===== src/rtl/ir_receiver_if.sv =====
// Bus-side register access port of the IR receiver.
// Latency: none of its own; it only groups the bus wires.
// Backpressure: none; the bus is a plain strobe/address bus with no stall.
//
// Signals: BUS_WE write strobe, BUS_ADDR address, BUS_DATA_IN write data
// (master -> slave); BUS_DATA_OUT read data, BUS_DATA_OE read-hit flag
// (slave -> master).
interface ir_receiver_if;
    logic       BUS_WE;
    logic [7:0] BUS_ADDR;
    logic [7:0] BUS_DATA_IN;
    logic [7:0] BUS_DATA_OUT;
    logic       BUS_DATA_OE;

    modport master (
        output BUS_WE, BUS_ADDR, BUS_DATA_IN,
        input  BUS_DATA_OUT, BUS_DATA_OE
    );

    modport slave (
        input  BUS_WE, BUS_ADDR, BUS_DATA_IN,
        output BUS_DATA_OUT, BUS_DATA_OE
    );
endinterface


===== src/rtl/ir_receiver.sv =====
// IR remote packet decoder: burst/gap length classification into a 4-bit command.
// Latency: command committed 1 CLK after the tick that classifies the last bit burst.
// Backpressure: none; CMD_VALID is sticky and a new command may overwrite an unread one.
//
// Ports: CLK, RESET (sync, active-high), IR_IN (async envelope),
// bus (slave modport: status/command at IO_ADDRESS, error counter at
// IO_ADDRESS+1), COMMAND {forward, backward, left, right}, CMD_VALID.
module ir_receiver #(
    parameter logic [7:0] IO_ADDRESS            = 8'h92,
    parameter int         IN_MHZ                = 100,
    parameter int         SM_KHZ                = 40,
    parameter int         START_BURST_SIZE      = 88,
    parameter int         CAR_SELECT_BURST_SIZE = 22,
    parameter int         GAP_SIZE              = 40,
    parameter int         ASSERT_BURST_SIZE     = 44,
    parameter int         DEASSERT_BURST_SIZE   = 22,
    parameter int         TOLERANCE             = 4
) (
    input  logic          CLK,
    input  logic          RESET,
    input  logic          IR_IN,
    ir_receiver_if.slave  bus,
    output logic [3:0]    COMMAND,
    output logic          CMD_VALID
);

    localparam int             DIV       = IN_MHZ * 1000 / SM_KHZ;
    localparam int             CW        = (DIV > 1) ? $clog2(DIV) : 1;
    localparam logic [CW-1:0]  TICK_LAST = CW'(DIV - 1);
    localparam logic [7:0]     ERR_ADDR  = IO_ADDRESS + 8'd1;

    typedef enum logic [1:0] {S_IDLE, S_START, S_CARSEL, S_BITS} state_t;

    logic          ir_meta_q, ir_meta_d, ir_sync_q, ir_sync_d;
    logic [CW-1:0] tick_cnt_q, tick_cnt_d;
    logic          prev_q, prev_d;
    logic [7:0]    burst_len_q, burst_len_d, gap_len_q, gap_len_d;
    state_t        state_q, state_d;
    logic [1:0]    bit_idx_q, bit_idx_d;
    logic [2:0]    shift_q, shift_d;
    logic [3:0]    command_q, command_d;
    logic          cmd_valid_q, cmd_valid_d;
    logic [7:0]    err_cnt_q, err_cnt_d;
    logic [7:0]    dout_q, dout_d;
    logic          oe_q, oe_d;

    logic tick, err, restart, commit, bit_val, hit_cmd, hit_err;
    logic data_in_unused;

    assign hit_cmd        = (bus.BUS_ADDR == IO_ADDRESS);
    assign hit_err        = (bus.BUS_ADDR == ERR_ADDR);
    assign data_in_unused = ^bus.BUS_DATA_IN[7:1];

    function automatic logic len_match(input logic [7:0] len, input int nominal);
        int l;
        l = int'(len);
        return (l >= nominal - TOLERANCE) && (l <= nominal + TOLERANCE);
    endfunction

    always_comb begin
        ir_meta_d   = IR_IN;
        ir_sync_d   = ir_meta_q;
        tick        = (tick_cnt_q == TICK_LAST);
        tick_cnt_d  = tick ? '0 : tick_cnt_q + CW'(1);
        prev_d      = prev_q;
        burst_len_d = burst_len_q;
        gap_len_d   = gap_len_q;
        state_d     = state_q;
        bit_idx_d   = bit_idx_q;
        shift_d     = shift_q;
        command_d   = command_q;
        cmd_valid_d = cmd_valid_q;
        err_cnt_d   = err_cnt_q;
        err         = 1'b0;
        restart     = 1'b0;
        commit      = 1'b0;
        bit_val     = 1'b0;

        if (tick) begin
            prev_d = ir_sync_q;
            if (ir_sync_q) begin
                if (!prev_q) begin
                    // Burst starts: the gap that just ended must not be too short.
                    burst_len_d = 8'd1;
                    if (state_q != S_IDLE && int'(gap_len_q) < GAP_SIZE - TOLERANCE)
                        err = 1'b1;
                end else if (burst_len_q != 8'hFF) begin
                    burst_len_d = burst_len_q + 8'd1;
                end
            end else if (prev_q) begin
                // Falling sample: the burst just ended, classify it.
                gap_len_d = 8'd1;
                if (len_match(burst_len_q, START_BURST_SIZE)) begin
                    state_d = S_START;
                    if (state_q != S_IDLE) begin
                        err     = 1'b1;
                        restart = 1'b1;
                    end
                end else begin
                    case (state_q)
                        S_IDLE: ;
                        S_START: begin
                            if (len_match(burst_len_q, CAR_SELECT_BURST_SIZE)) begin
                                state_d   = S_CARSEL;
                                bit_idx_d = 2'd3;
                                shift_d   = '0;
                            end else begin
                                err = 1'b1;
                            end
                        end
                        default: begin
                            if (len_match(burst_len_q, ASSERT_BURST_SIZE) ||
                                len_match(burst_len_q, DEASSERT_BURST_SIZE)) begin
                                bit_val = len_match(burst_len_q, ASSERT_BURST_SIZE);
                                shift_d = {shift_q[1:0], bit_val};
                                if (bit_idx_q == 2'd0) begin
                                    commit  = 1'b1;
                                    state_d = S_IDLE;
                                end else begin
                                    bit_idx_d = bit_idx_q - 2'd1;
                                    state_d   = S_BITS;
                                end
                            end else begin
                                err = 1'b1;
                            end
                        end
                    endcase
                end
            end else begin
                if (gap_len_q != 8'hFF)
                    gap_len_d = gap_len_q + 8'd1;
                // Fires once, on the first sample that pushes the gap past the limit.
                if (state_q != S_IDLE && int'(gap_len_q) == GAP_SIZE + TOLERANCE)
                    err = 1'b1;
            end
        end

        if (err) begin
            state_d = restart ? S_START : S_IDLE;
            shift_d = '0;
            if (err_cnt_q != 8'hFF)
                err_cnt_d = err_cnt_q + 8'd1;
        end
        if (commit) begin
            command_d   = {shift_q, bit_val};
            cmd_valid_d = 1'b1;
        end

        // A clear racing a commit loses, so a fresh command is never dropped.
        if (bus.BUS_WE) begin
            if (hit_cmd && bus.BUS_DATA_IN[0] && !commit)
                cmd_valid_d = 1'b0;
            if (hit_err)
                err_cnt_d = 8'd0;
        end

        oe_d   = !bus.BUS_WE && (hit_cmd || hit_err);
        dout_d = dout_q;
        if (!bus.BUS_WE && hit_cmd)
            dout_d = {cmd_valid_q, 3'b000, command_q};
        else if (!bus.BUS_WE && hit_err)
            dout_d = err_cnt_q;
    end

    always_ff @(posedge CLK) begin
        if (RESET) begin
            ir_meta_q   <= 1'b0;
            ir_sync_q   <= 1'b0;
            tick_cnt_q  <= '0;
            prev_q      <= 1'b0;
            burst_len_q <= 8'd0;
            gap_len_q   <= 8'd0;
            state_q     <= S_IDLE;
            bit_idx_q   <= 2'd0;
            shift_q     <= 3'd0;
            command_q   <= 4'd0;
            cmd_valid_q <= 1'b0;
            err_cnt_q   <= 8'd0;
            dout_q      <= 8'd0;
            oe_q        <= 1'b0;
        end else begin
            ir_meta_q   <= ir_meta_d;
            ir_sync_q   <= ir_sync_d;
            tick_cnt_q  <= tick_cnt_d;
            prev_q      <= prev_d;
            burst_len_q <= burst_len_d;
            gap_len_q   <= gap_len_d;
            state_q     <= state_d;
            bit_idx_q   <= bit_idx_d;
            shift_q     <= shift_d;
            command_q   <= command_d;
            cmd_valid_q <= cmd_valid_d;
            err_cnt_q   <= err_cnt_d;
            dout_q      <= dout_d;
            oe_q        <= oe_d;
        end
    end

    assign COMMAND          = command_q;
    assign CMD_VALID        = cmd_valid_q;
    assign bus.BUS_DATA_OUT = dout_q;
    assign bus.BUS_DATA_OE  = oe_q;

endmodule


===== src/flat_wrapper.sv =====
// flat-port wrapper written by rule: the top's interface ports become plain ports
module ir_receiver_flat 
#(
    parameter logic [7:0] IO_ADDRESS            = 8'h92,
    parameter int         IN_MHZ                = 100,
    parameter int         SM_KHZ                = 40,
    parameter int         START_BURST_SIZE      = 88,
    parameter int         CAR_SELECT_BURST_SIZE = 22,
    parameter int         GAP_SIZE              = 40,
    parameter int         ASSERT_BURST_SIZE     = 44,
    parameter int         DEASSERT_BURST_SIZE   = 22,
    parameter int         TOLERANCE             = 4
)
  (CLK, RESET, IR_IN, COMMAND, CMD_VALID, bus_BUS_WE, bus_BUS_ADDR, bus_BUS_DATA_IN, bus_BUS_DATA_OUT, bus_BUS_DATA_OE);
  ir_receiver_if bus_i ();
  input  logic CLK;
  input  logic RESET;
  input  logic IR_IN;
  output logic [3:0] COMMAND;
  output logic CMD_VALID;
  input wire logic [$bits(bus_i.BUS_WE)-1:0] bus_BUS_WE;
  input wire logic [$bits(bus_i.BUS_ADDR)-1:0] bus_BUS_ADDR;
  input wire logic [$bits(bus_i.BUS_DATA_IN)-1:0] bus_BUS_DATA_IN;
  output wire logic [$bits(bus_i.BUS_DATA_OUT)-1:0] bus_BUS_DATA_OUT;
  output wire logic [$bits(bus_i.BUS_DATA_OE)-1:0] bus_BUS_DATA_OE;
  assign bus_i.BUS_WE = bus_BUS_WE;
  assign bus_i.BUS_ADDR = bus_BUS_ADDR;
  assign bus_i.BUS_DATA_IN = bus_BUS_DATA_IN;
  assign bus_BUS_DATA_OUT = bus_i.BUS_DATA_OUT;
  assign bus_BUS_DATA_OE = bus_i.BUS_DATA_OE;
  ir_receiver #(.IO_ADDRESS(IO_ADDRESS), .IN_MHZ(IN_MHZ), .SM_KHZ(SM_KHZ), .START_BURST_SIZE(START_BURST_SIZE), .CAR_SELECT_BURST_SIZE(CAR_SELECT_BURST_SIZE), .GAP_SIZE(GAP_SIZE), .ASSERT_BURST_SIZE(ASSERT_BURST_SIZE), .DEASSERT_BURST_SIZE(DEASSERT_BURST_SIZE), .TOLERANCE(TOLERANCE)) u_core (.CLK(CLK), .RESET(RESET), .IR_IN(IR_IN), .bus(bus_i), .COMMAND(COMMAND), .CMD_VALID(CMD_VALID));
endmodule

===== config.mk =====
export PLATFORM = sky130hd
export DESIGN_NAME = ir_receiver_flat
export DESIGN_NICKNAME = d
export VERILOG_FILES = /design/src/rtl/ir_receiver_if.sv /design/src/rtl/ir_receiver.sv /design/src/flat_wrapper.sv
export SDC_FILE = /design/constraint.sdc
export NUM_CORES = 1
export LEC_CHECK = 0
export ABC_AREA = 1
export CORE_ASPECT_RATIO = 1.1
export CORE_UTILIZATION = 35
export DETAILED_ROUTE_END_ITERATION = 16
export SETUP_SLACK_MARGIN = 0.1
export SYNTH_ARGS = -nofsm -noshare
export SYNTH_HDL_FRONTEND = slang
export SYNTH_SLANG_ARGS = --single-unit
export TNS_END_PERCENT = 100

===== constraint.sdc =====
create_clock -name CLK -period 4 [get_ports CLK]
set_input_delay 0.8 -clock CLK [delete_from_list [all_inputs] [get_ports CLK]]
set_output_delay 0.8 -clock CLK [all_outputs]
set_load 0.02 [all_outputs]

After elaboration in Yosys (flattened, before gate mapping) --
Index checks and enable logic that the tools add are counted.
Word-level totals: flip-flop bits (word level) 60, output and inout port bits 14, logic and storage cells 134
Operators by class: add/subtract/negate cells 5, $lt $le $gt $ge 7, equality and inequality tests 14, multiplexer cells 58, bitwise operators 3, reduce and logical (&&, ||, !) cells 32
Operators by type and width (count):
- two-way mux 8 bit | 10
- two-way mux 1 bit | 31
- adder 8 x 1 -> 8 bit, second input constant | 3
- inequality test 8 bit, second input constant | 3
- two-way mux 2 bit | 11
- equality test 8 bit, second input constant | 2
- adder 12 x 1 -> 12 bit, second input constant | 1
- equality test 12 bit, second input constant | 1
- nonzero test 2 bit | 6
- logical AND 1 bit | 10
- equality test 8 x 7 -> 1 bit, second input constant | 1
- >= comparator 8 x 5 -> 1 bit, second input constant | 1
- >= comparator 8 x 6 -> 1 bit, second input constant | 1
- >= comparator 8 x 7 -> 1 bit, second input constant | 1
- less-or-equal comparator 8 x 5 -> 1 bit, second input constant | 1
- less-or-equal comparator 8 x 6 -> 1 bit, second input constant | 1
- less-or-equal comparator 8 x 7 -> 1 bit, second input constant | 1
- < comparator 8 x 6 -> 1 bit, second input constant | 1
- case mux 2 bit (2 select lines) | 2
- AND reduction 8 bit | 1
- OR reduction 2 bit | 4
- AND reduction 7 bit | 1
- two-way mux 3 bit | 2
- inequality test 2 bit, second input constant | 3
- 14 further kinds | 20

Logic depth before layout (Yosys ltp) --
Gate-level depths: netlist of the first run.
depth in word-level cells 13, mapped depth 18, mapped depth without buffers 17

Worst setup path before layout of the first run --
Ideal clock, no wire load.
path type input to register, start point in bus_BUS_ADDR[5], end point reg u_core.dout_q[0] (netlist: u_core.bus.BUS_DATA_OUT[0]), library setup time 0.128 ns, data arrival time 1.939 ns, slack 1.934 ns, stages on the path 10, buffers on the path 0, cell sequence nor2_1 nand3_1 inv_1 nand4_1 nor2_1 inv_1 nand2_1 inv_1 a221oi_1 nor2_1
Between the ends: cells in the longest elaborated chain, start to end 3, elaborated cells between the ends (all ways) 6
RTL lines:
- start: declaration | RTL line flat_wrapper.sv:22 | input wire logic [$bits(bus_i.BUS_ADDR)-1:0] bus_BUS_ADDR;
- equality test 8 bit, on equally long branches | RTL line ir_receiver.sv:50, ir_receiver.sv:51
- logical AND 1 bit, on equally long branches | RTL line ir_receiver.sv:159, ir_receiver.sv:161
- two-way mux 8 bit / nonzero test 2 bit (equally long branches)
- end signal: assignment | RTL line ir_receiver.sv:194 | dout_q <= dout_d;
- end: declaration | RTL line ir_receiver.sv:44 | logic [7:0] dout_q, dout_d;
Parallel ways exist; a longest one is shown, timed or not. A chain may end at the register's enable or synchronous reset.

Final worst setup path of the first run --
Same ends and word-level chain as after synthesis.

==> results of run 1 <==
[final timing paths]
path,start,end,slack (ps),cells past startpoint
setup / recovery,bus_BUS_ADDR[5],u_core.bus.BUS_DATA_OUT[0],1580,11
hold / removal,u_core.ir_meta_q,u_core.ir_sync_q,410,2
setup reg to reg,u_core.burst_len_q[0],u_core.err_cnt_q[2],1980,16
hold reg to reg,u_core.ir_meta_q,u_core.ir_sync_q,410,2
[critical path, delay by kind of cell]
family	cells	cell delay [ps]
buf+inv	4	790
compound gates	1	260
simple gates	6	820
[cell usage in the layout (no fill, tap or decap), drive strengths merged, types with 2 or more instances in the layout]
cell type / count
clkinvlp: 3
nor2: 65
clkinv: 2
xor2: 4
a22oi: 2
xnor2: 3
nand4: 9
nand2: 89
nor4: 2
a31oi: 7
dfxtp: 60
nand3: 25
inv: 69
clkbuf: 9
nand3b: 2
o21ai: 26
a21oi: 27
clkdlybuf4s50: 26
o2111ai: 2
nor3b: 5
ha: 7
a221oi: 2
bufinv: 2
nor3: 15
[through the flow]
stage	util [%]	total power, mW	setup WS [ps]
floorplan	-	0.636	1930
global placement	41.0	0.655	1260
detailed placement	41.0	0.655	1220
CTS	43.6	1.28	1590
global route	43.6	1.31	1300
finish	43.6	1.26	1580
[final cells by class]
class | instances | share of cell area, %
timing repair buffer | 27 | 7.26
tap | 111 | 3.77
inverter | 69 | 7.02
multi-input combinational | 297 | 43.3
clock buffer | 9 | 3.36
clock inverter | 7 | 2.71
sequential | 60 | 32.6
[state kept, by name (all words and copies together) (netlist names)]
signal and cells:
u_core.burst_len_q 8, u_core.shift_q 3, u_core.gap_len_q 8, u_core.ir_sync_q 1, u_core.bit_idx_q 2, u_core.tick_cnt_q 12, u_core.ir_meta_q 1, u_core.state_q 2
u_core.CMD_VALID 1, u_core.bus.BUS_DATA_OE 1, u_core.bus.BUS_DATA_OUT 8, u_core.err_cnt_q 8, u_core.COMMAND 4, u_core.prev_q 1
[synth_stat cells, drive strengths merged, types with 3 or more instances]
library cell and instances:
nand2 89, a21oi 27, dfxtp 60, nor3b 5, a31oi 7, nor3 15, nand4 9, nor2 65
ha 7, xor2 4, nand3 25, xnor2 3, o21ai 26, inv 68
[power by group through the flow]
stage	Sequential, mW	Clock (mW)	Combinational, mW
global route	0.602	0.664	0.0447
detailed placement	0.616	0	0.0392
floorplan	0.616	0	0.0199
global placement	0.616	0	0.0388
finish	0.602	0.617	0.0391
CTS	0.602	0.638	0.0394
[cells by family (layout without fill, tap and decap cells)]
kind of cell / Yosys count / after routing
xor+xnor: 7 / 7
fa+ha+maj: 7 / 7
buf+inv: 73 / 112
simple gates: 213 / 213
compound gates: 70 / 70
flops: 60 / 60
[layer usage]
layer	up-vias	part of all wire (%)	track usage [%]
met3	10	3.5	3.18
met4	0	2.3	8.42
li1	1472	-	-
met5	-	0	0
met2	42	46	27.1
met1	1246	48	18.4
==> run_results.csv, run 1 <==
group,metric,value,unit
worst_hold_path,hp-class,"reg -> reg",
critical_path,critPathCaptureType,"flip-flop",
cts,clockBufferDepth,2,
critical_path,worstPathMaxFanout,7,
yosys,synthSimpleGateAreaFrac,34.3,%
floorplanning,start_util,36.5,%
yosys,yosys.area_share.adder,2.84,%
critical_path,worstPathArrival,2660,ps
cells_and_area,fillers,881,
critical_path,cp_cell_sequence,"clkdlybuf4s50_1, nor2_1, nand3_1, inv_1, nand4_1, nor2_1, inv_1, nand2_1, inv_1, a221oi_1, nor2_1",
cells_and_area,area.sequential,1200,um^2
power_and_ir_drop,p_int,0.971,mW
global_route,grt_pass1_wl,11.5,mm
power_and_ir_drop,seqPwrFrac,47.9,%
power_and_ir_drop,sw_frac_of_total,22.8,%
global_route,antenna_found_initial,0,
floorplanning,die_x,91.5,um
power_and_ir_drop,combPwrFrac,3.1,%
power_and_ir_drop,vdd.ir_drop.worst,289,uV
yosys,synth-main-ff-cell,"dfxtp_1",
power_and_ir_drop,p_leak,1.32,nW
cts,cts_buffers,9,
yosys,synth-edff-count,0,
yosys,async_flop_share,0,%
yosys,synth_top_family_by_area,"simple AND/OR/NAND/NOR gates",
yosys,ys_seq_area_share,39.0,%
floorplanning,die-area,9180,um^2
cts,cts_setup_buffers,0,
yosys,synthMuxAreaShare,0,%
cells_and_area,area_growth,19.7,%
yosys,yosysTopAreaCell,"dfxtp_1",
run,drv_cap,0,
floorplanning,core,8450,um^2
global_route,grt_max_degree,16,
floorplanning,ios,34,
routing,routed_wl,6.60,mm
timing,rsz0062_at_grt,"no",
yosys,synth_top_area_share,39.0,%
routing,routed_via_density,4.78,
timing,finalCritPeriodShare,60.4,%
global_route,grtUsageTotal,15.7,%
timing,fin_worst_skew,9.94,ps
routing,wl_per_cell,11.4,um
cts,ctsResizeCount,0,
placement,place_inst,564,
critical_path,slowest_stage,"clkdlybuf4s50_1",
power_and_ir_drop,pwr-share-clk,49.0,%
timing,fmax,414,MHz
placement,routabilityCongestion,0.784,
routing,vias,2770,
cts,cts_tree,"done",
yosys,ys_ff_latch,60,
timing,hold_ws,412,ps
cells_and_area,final_nets,491,
floorplanning,die-height,100,um
floorplanning,rows,35,
yosys,ys_warn_count,0,
power_and_ir_drop,p_per_area,341,nW/um^2
cells_and_area,multi_input_area,1600,um^2
placement,portBuffers,26,
cts,cts-root-buf,"clkbuf_8",
yosys,synth_xor_area_share,1.99,%
cts,ctsHoldBuffers,0,
cells_and_area,layout-drive-gt1-share,11.1,%
routing,firstDrtPassIters,4,
cells_and_area,diodes,0,
timing,slew-limit-headroom,64.1,%
critical_path,cp.required,4240,ps
timing,fin_crit,2420,ps
yosys,syn_area,3080,um^2
placement,hpwl,4.92,mm
global_route,grt_pass1_vias,2640,
critical_path,path_class,"in -> reg",
yosys,yosysUniqueCellTypes,39,
cts,cts.clk_slew.worst_paths,70,ps
routing,drcViolationCount,0,
timing,fin_tns_setup,0,ps
timing,setup_viol,0,
power_and_ir_drop,p_switching,0.287,mW
timing,tightest_slew,533,ps
critical_path,slowest_delay,400,ps
yosys,synth_cells,430,
timing,drv_slew,0,
yosys,avgSynthCellArea,7.17,um^2
yosys,synthTopCellsByArea,"dfxtp_1, nand2_1, inv_1, nor2_1, a21oi_1",
global_route,grt_overflow,0,
cts,clk_latency,350,ps
run_status,outcome,"finished clean",
routing,ant_nets,0,
critical_path,critPathLaunchType,"input port",
timing,finalHoldViolCount,0,
placement,placed_cell_area,3460,um^2
cts,htree_levels,3,
yosys,syn_nets,457,
cells_and_area,final_cell_count_no_fill,580,
cells_and_area,fin_area,3690,um^2
routing,drt_iter0_drc,103,
yosys,synth-compound-area-share,12.7,%
cts,cts_sinks,60,
Note: power is estimated with default switching activity, not from simulation.
==> inputs of run 2 (changes only) <==
==> constraint.sdc (replaced) <==
create_clock -name CLK -period 2.17 [get_ports CLK]
set_input_delay 0.434 -clock CLK [delete_from_list [all_inputs] [get_ports CLK]]
set_output_delay 0.434 -clock CLK [all_outputs]
set_load 0.02 [all_outputs]
==> run_results.csv, run 2 (synthesis gave the netlist of run 1 again) <==
group,metric,value,unit
timing,fin_worst_skew,11.3,ps
global_route,grtUsageTotal,15.5,%
cells_and_area,layout-drive-gt1-share,16.1,%
critical_path,critPathCaptureType,"flip-flop",
run_status,outcome,"finished clean",
routing,vias,2827,
floorplanning,ios,34,
routing,routed_wl,6.60,mm
power_and_ir_drop,p_switching,0.508,mW
timing,finalCritPeriodShare,89.7,%
timing,rsz0062_at_grt,"yes",
cells_and_area,largest_reg_flops,12,
cells_and_area,area_growth,25.9,%
floorplanning,die-height,100,um
placement,hpwl,4.92,mm
cells_and_area,fillers,852,
cts,cts_sinks,60,
floorplanning,die_x,91.5,um
floorplanning,die-area,9180,um^2
cells_and_area,final_nets,506,
cts,ctsHoldBuffers,0,
timing,tightest_slew,406,ps
power_and_ir_drop,pwr-share-clk,51.2,%
floorplanning,rows,35,
cts,clk_latency,350,ps
cells_and_area,final_cell_mix,"nand2_1, inv_1, dfxtp_1, nor2_1",
critical_path,path_class,"reg -> reg",
routing,wl_per_cell,11.1,um
critical_path,reg2reg_setup_slack,220,ps
power_and_ir_drop,p_int,1.94,mW
critical_path,worstPathArrival,2190,ps
cells_and_area,final_common_cell,"nand2_1",
routing,drcViolationCount,0,
worst_hold_path,hp-start,"u_core.ir_meta_q",
timing,fin_crit,1950,ps
global_route,grt_overflow,0,
critical_path,r2r-start,"u_core.tick_cnt_q[0]",
power_and_ir_drop,seqPwrFrac,45.5,%
cts,cts-root-buf,"clkbuf_8",
global_route,grt_max_degree,13,
power_and_ir_drop,p_per_area,631,nW/um^2
global_route,grt_pass1_vias,2649,
cts,cts_buffers,9,
power_and_ir_drop,vdd.ir_drop.worst,332,uV
cells_and_area,regMostFlops,"u_core.tick_cnt_q",
worst_hold_path,hp-class,"reg -> reg",
routing,ant_nets,0,
power_and_ir_drop,sw_frac_of_total,20.8,%
timing,setup_viol,0,
critical_path,critPathLaunchType,"flip-flop",
placement,dp_slack,101,ps
cts,htree_levels,3,
placement,portBuffers,26,
timing,finalHoldViolCount,0,
timing,worst_slack,225,ps
cts,cts_tree,"done",
cts,cts.clk_slew.worst_paths,70,ps
placement,place_inst,570,
cells_and_area,final_cell_count_no_fill,595,
timing,slew-limit-headroom,72.9,%
routing,firstDrtPassIters,4,
floorplanning,start_util,36.5,%
cells_and_area,diodes,0,
timing,drv_slew,0,
timing,fin_tns_setup,0,ps
critical_path,cp.required,2420,ps
critical_path,cp-startpoint,"u_core.tick_cnt_q[0]",
global_route,antenna_found_initial,0,
cts,clockBufferDepth,2,
run,drv_cap,0,
routing,routed_via_density,4.75,
global_route,grt_pass1_wl,11.3,mm
routing,drt_iter0_drc,97,
power_and_ir_drop,p_leak,1.44,nW
placement,routabilityCongestion,0.809,
timing,fmax,514,MHz
critical_path,worstPathMaxFanout,4,
power_and_ir_drop,combPwrFrac,3.3,%
floorplanning,core,8450,um^2
## run 2: power by group through the flow
stage | logic (mW) | clock network (mW) | registers, mW
3_3_place_gp | 0.0742 | 0 | 1.14
3_5_place_dp | 0.0750 | 0 | 1.14
4_1_cts | 0.0754 | 1.29 | 1.11
2_1_floorplan | 0.0366 | 0 | 1.14
5_1_grt | 0.0913 | 1.33 | 1.11
6_report | 0.0811 | 1.25 | 1.11
## run 2: through the flow
stage / util [%] / power (mW) / instance area (um^2) / hold slack, ps
6_report: 45.9 / 2.45 / 3880 / 409
5_1_grt: 45.9 / 2.54 / 3880 / 440
4_1_cts: 44.5 / 2.48 / 3760 / 424
3_5_place_dp: 41.5 / 1.21 / 3510 / 418
3_3_place_gp: 41.5 / 1.21 / 3510 / 423
2_1_floorplan: - / 1.17 / 3080 / 388
## run 2: worst max-delay path: stages (launching register included)
cell,delay [ps]
dfxtp_2,360
ha_4,160
nand3_4,80
nor4_4,280
nand2_2,130
nor2_4,150
nand2_1,120
nor2_1,140
nand2_1,110
nor2_2,110
xor2_1,160
nor2_1,50
## run 2: what timing repair did
item	CTS	global route
gates resized for setup	0	15
endpoints found under the setup margin	0	15
setup buffers	0	9
## run 2: cell type report
type                       instances  area (um^2)  area share (%)
tap                              111          139            3.58
sequential                        60         1200            31.1
multi-input combinational        297         1650            42.5
clock inverter                     6          111            2.87
inverter                          69          259            6.68
timing repair buffer              42          380            9.80
clock buffer                      10          138            3.55
## run 2: path summary, 6_finish.rpt
path / end / cells after the start
worst max-delay path: u_core.burst_len_q[7] / 11
worst min-delay path: u_core.ir_sync_q / 2
worst max register to register: u_core.burst_len_q[7] / 11
worst min register to register: u_core.ir_sync_q / 2
## run 2: routing by layer
metal	up-vias	global-route usage (%)	wire (um)
li1	1490	-	-
met1	1286	17.6	3070
met2	41	26.9	3170
met3	10	4.32	248
met4	0	7.33	112
met5	-	0	0
==> inputs of run 3 (changes only) <==
--- a/config.mk
+++ b/config.mk
@@ -8,6 +8,7 @@
 export ABC_AREA = 1
 export CORE_ASPECT_RATIO = 1.1
 export CORE_UTILIZATION = 35
+export CTS_CLUSTER_DIAMETER = 150
 export DETAILED_ROUTE_END_ITERATION = 16
 export SETUP_SLACK_MARGIN = 0.1
 export SYNTH_ARGS = -nofsm -noshare
==> results of run 3 <==
Same layout as run 2: the final DEF is identical, and so are final timing and power.
